[config.mk]
export PLATFORM = sky130hd
export DESIGN_NAME = sync_ram
export DESIGN_NICKNAME = d
export VERILOG_FILES = /design/src/rtl/sync_ram_pkg.sv /design/src/rtl/sync_ram.sv
export SDC_FILE = /design/constraint.sdc
export NUM_CORES = 1
export LEC_CHECK = 0
export ABC_CLOCK_PERIOD_IN_PS = 1500
export CAP_MARGIN = 20
export CORE_ASPECT_RATIO = 0.9
export CORE_UTILIZATION = 54
export CTS_BUF_LIST = sky130_fd_sc_hd__clkbuf_4 sky130_fd_sc_hd__clkbuf_8 sky130_fd_sc_hd__clkbuf_16
export CTS_CLUSTER_DIAMETER = 50
export DETAILED_ROUTE_END_ITERATION = 16
export GPL_TIMING_DRIVEN = 0
export PLACE_DENSITY = 0.75
export SYNTH_ARGS = -nofsm -noshare
export SYNTH_HDL_FRONTEND = slang
export SYNTH_SLANG_ARGS = --single-unit
export TNS_END_PERCENT = 100
[constraint.sdc]
create_clock -name clk -period 1.5 [get_ports clk]
set_clock_uncertainty 0.2 [all_clocks]
set_input_delay 0.15 -clock clk [delete_from_list [all_inputs] [get_ports clk]]
set_output_delay 0.15 -clock clk [all_outputs]
set_load 0.005 [all_outputs]
[src/rtl/sync_ram_pkg.sv]
// Shared defaults and word type for the 16x8 simple dual-port RAM.
package sync_ram_pkg;

  localparam int DEFAULT_DATA_WIDTH = 8;
  localparam int DEFAULT_ADDR_WIDTH = 4;
  localparam int DEFAULT_DEPTH      = 1 << DEFAULT_ADDR_WIDTH;

  typedef logic [DEFAULT_DATA_WIDTH-1:0] word_t;

endpackage : sync_ram_pkg

[src/rtl/sync_ram.sv]
// Simple dual-port RAM: one write port, one registered read port, one clock.
// The whole array and the read register clear asynchronously while rst is low.
module sync_ram
  import sync_ram_pkg::*;
#(
  parameter int DATA_WIDTH = DEFAULT_DATA_WIDTH,
  parameter int ADDR_WIDTH = DEFAULT_ADDR_WIDTH
) (
  input  logic [DATA_WIDTH-1:0] data,
  input  logic [ADDR_WIDTH-1:0] w_addr,
  input  logic [ADDR_WIDTH-1:0] r_addr,
  input  logic                  clk,
  input  logic                  rst,
  input  logic                  we,
  input  logic                  re,
  output logic [DATA_WIDTH-1:0] out
);

  localparam int DEPTH = 1 << ADDR_WIDTH;

  logic [DATA_WIDTH-1:0] mem_reg [DEPTH];
  logic [DATA_WIDTH-1:0] out_reg;
  logic [DATA_WIDTH-1:0] rd_next;
  logic                  bypass;

  // Clearing on reset rules out block RAM; the array maps to flops.
  always_ff @(posedge clk or negedge rst) begin
    if (!rst) begin
      for (int i = 0; i < DEPTH; i++) begin
        mem_reg[i] <= '0;
      end
    end else if (we) begin
      mem_reg[w_addr] <= data;
    end
  end

  // Write-first: a same-address write in this cycle wins over stored data.
  assign bypass  = we && (w_addr == r_addr);
  assign rd_next = bypass ? data : mem_reg[r_addr];

  always_ff @(posedge clk or negedge rst) begin
    if (!rst) begin
      out_reg <= '0;
    end else if (re) begin
      out_reg <= rd_next;
    end
  end

  assign out = out_reg;

endmodule : sync_ram

==> run summary <==
SETUP PATH
----------------------------------------------------------------------------------------
Startpoint class of the critical path .....................................     register
Critical path start-end classification ....................................   reg -> reg
Setup crit end kind .......................................................     register
Arrival time at the worst endpoint ........................................      1.87 ns
Worst Path Max Fanout .....................................................            2
Worst Path Required .......................................................      1.60 ns
R2R setup slack ...........................................................     -0.28 ns

PWR
----------------------------------------------------------------------------------------
NetSw .....................................................................      2.72 mW
Flop pwr share ............................................................        43.3%
IR Drop Worst-Case VDD ....................................................    0.00106 V
Leakage dissipation .......................................................      3.32 nW
Power Density ............................................................. 1470 mW/mm^2
Fraction of power spent switching nets ....................................        23.7%
Clk network pwr share .....................................................        39.0%
Proportion of power drawn by combinational gates ..........................        17.7%
P_int .....................................................................      8.75 mW

FLOORPLANNING
----------------------------------------------------------------------------------------
Number of top-level design ports ..........................................           28
Area of the die ...........................................................  0.0121 mm^2
Number of standard-cell rows in the floorplan .............................           37
Chip Height ...............................................................       104 um
Starting Density ..........................................................        55.3%
Floorplan core area .......................................................  0.0114 mm^2
Die width .................................................................       116 um

YOSYS
----------------------------------------------------------------------------------------
Main synth FF type ........................................................      dfrtp_1
Synthesized flop and latch total ..........................................          136
Count of unique library cells instantiated by Yosys .......................           32
Netlist area before placement ............................................. 0.00630 mm^2
YS warnings ...............................................................            0
Avg Synthesized Cell Area .................................................    15.7 um^2
Syn_nets ..................................................................          420
Fraction of registers with async set/reset ................................         100%
Post-synth EDFFs ..........................................................            0
Mapped Cells ..............................................................          400
Sequential element share of the synthesized area ..........................        54.0%

STA
----------------------------------------------------------------------------------------
Hold violation count in the final report ..................................            0
Worst slew margin .........................................................        38.2%
Share of the clock period used by the worst path ..........................         118%
Clock period minus final worst setup slack ................................      1.78 ns
Unrepaired setup endpoints after global routing ...........................         true
Worst path setup slack after routing ......................................    -0.275 ns
# setup viols final .......................................................            8
Number of pins exceeding their max-slew limit in the final report .........            0
Top achievable clock speed ................................................      563 MHz
Least-Margin Pin Slew .....................................................     0.924 ns

FLOW RUN
----------------------------------------------------------------------------------------
Max-cap violation count ...................................................            0

CLOCK NETWORK
----------------------------------------------------------------------------------------
Clock-pin slew on the worst setup and hold paths ..........................      0.06 ns
Total clock sinks .........................................................          136
Number of buffers inserted during clock tree synthesis ....................           17
TritonCTS clock tree ......................................................         done
Clock Path Buffers ........................................................            2
Max H-tree Level ..........................................................            4
Clock insertion delay at the later pin of the skew report .................      0.41 ns
Cell at the root of the clock tree ........................................    clkbuf_16

PLACEMENT
----------------------------------------------------------------------------------------
Total half-perimeter wirelength after legalization and detailed placement .      9170 um
Gpl congestion ............................................................        0.829
# port buffers ............................................................           23
Placed cell count .........................................................          580
Post-place setup slack ....................................................     -1.07 ns
Cell Area, Placed ......................................................... 0.00685 mm^2

HOLD PATH
----------------------------------------------------------------------------------------
Type of the tightest min-delay check ......................................  in -> async

FINISH
----------------------------------------------------------------------------------------
Area Growth Syn to Fin ....................................................        24.1%
Max reg flops .............................................................          128
Diodes inserted ...........................................................            0
Fraction of final layout cells sized beyond drive strength 1 ..............        55.1%
Fin cells .................................................................          624
Final Net Count ...........................................................          476
Final core utilization ....................................................        68.6%
Count of fill cells added during filler insertion .........................          779
Area of all sequential standard cells ..................................... 0.00340 mm^2
Final instance area ....................................................... 0.00782 mm^2
Multi-input gate area ..................................................... 0.00291 mm^2

ROUTE
----------------------------------------------------------------------------------------
Via density per instance ..................................................         6.18
Drt first pass iters ......................................................            4
Antenna violation net count after detailed routing ........................            0
Residual DRC count ........................................................            0
Detail-routed net length per standard cell ................................      24.1 um
DRC violation total after the first TritonRoute iteration .................          267
Count of vias placed by the detailed router ...............................         3856
Overall routed net length .................................................     15000 um

GRT
----------------------------------------------------------------------------------------
Tot GR Track Use ..........................................................        27.8%
First-pass GRT wire length ................................................     24100 um
Gr ovfl total .............................................................            0
Number of antenna violations at the first check in global routing .........            0
Vias in the first global route ............................................         4271
Pin count of the biggest net entering global routing ......................           82

STATUS
----------------------------------------------------------------------------------------
Failing checks ............................................................ negative setup slack
Outcome ................................................................... complete, but fails checks

stage by stage:
stage / TNS, ns / power [mW] / hold WS [ns]
after floorplan: -1.94 / 6.29 / -0.346
after global placement: -794.41 / 6.81 / 0.281
after detailed placement: -106.84 / 6.94 / -0.0537
after CTS: -2.15 / 11.5 / 0.0373
after global routing: -2.42 / 11.9 / 0.0656
final: -2.02 / 11.5 / 0.0680
cell families after synthesis:
| group | count (synthesis) | share of synthesized area [%] |
|---|---|---|
| simple gates | 48 | 4.59 |
| mux | 160 | 35.0 |
| flops | 136 | 54.0 |
| xor+xnor | 4 | 0.556 |
| compound gates | 25 | 3.36 |
| buf+inv | 27 | 2.44 |
worst paths after layout:
kind                                  start     endpoint  cells past startpoint
worst min register to register   mem_reg[4]   mem_reg[4]                      1
worst max-delay path            mem_reg[54]       out[6]                      4
max in group asynchronous               rst   mem_reg[7]                      3
worst max register to register  mem_reg[54]       out[6]                      4
worst min-delay path                    rst  mem_reg[63]                      2
min in group clk                  w_addr[1]  mem_reg[80]                      3
power by group through the flow:
stage / clock (mW) / sequential, mW / combinational (mW)
finish: 4.48 / 4.97 / 2.03
global route: 4.68 / 5.06 / 2.19
CTS: 4.51 / 4.96 / 2.00
detailed placement: 0 / 5.00 / 1.94
global placement: 0 / 4.95 / 1.86
floorplan: 0 / 4.85 / 1.44
layout by cell type, fill, tap and decap left out, types with 5 or more instances in the layout:
master,n
a22oi_2,11
mux4_2,32
dfrtp_1,136
clkbuf_8,5
mux2_2,124
nor3_4,6
nor2_4,6
clkdlybuf4s50_1,11
buf_12,13
clkbuf_16,17
a22oi_1,5
clkbuf_4,5
clkbuf_1,10
nor2b_1,10
buf_4,5
a221o_1,8
dlygate4sd2_1,8
nand2_1,10
layer usage:
metal | vias to the layer above | GRT usage [%] | wire length, um
met4 | 0 | 14.8 | 558
met3 | 39 | 6.00 | 836
li1 | 1628 | - | -
met2 | 139 | 42.7 | 7410
met5 | - | 0 | 0
met1 | 2050 | 37.1 | 6230
layout make-up:
cell class / instances / share of cell area [%]
flip-flops and latches: 136 / 43.5
multi-input cells: 237 / 37.2
clock buffers: 23 / 6.26
repair buffers: 38 / 5.65
plain buffers: 25 / 2.91
well taps: 156 / 2.50
clock inverters: 8 / 1.84
inverters: 1 / 0.0480
Yosys cell counts, types with 3 or more instances:
master,n,area [um^2]
a22oi_1,15,113
nor3_2,6,60.1
mux4_1,12,315
dfrtp_1,136,3400
clkbuf_1,16,60.1
a221o_1,8,80.1
nand2_1,12,45.0
nand2b_1,3,18.8
mux2_1,4,45.0
nor2b_1,11,68.8
mux2_2,124,1400
mux4_2,20,450
buf_2,4,20.0
nor2_2,3,18.8
xor2_1,3,26.3
nor2_1,4,15.0
worst max-delay path, cell delays in order, from the launching register on:
cell	delay, ns
dfrtp_1	0.39
mux4_2	0.48
a22oi_2	0.21
nand2_1	0.08
a221o_1	0.31
what timing repair did:
item / in CTS / in global routing
resized for setup: 36 / 18
setup endpoints to repair: 144 / 57
cloned: 0 / 0
endpoints found under the hold margin: 94 / 0
pin swaps: 13 / 5
hold buffers: 1 / 0
buffers inserted: 13 / 0
Note: power is estimated with default switching activity, not from simulation.
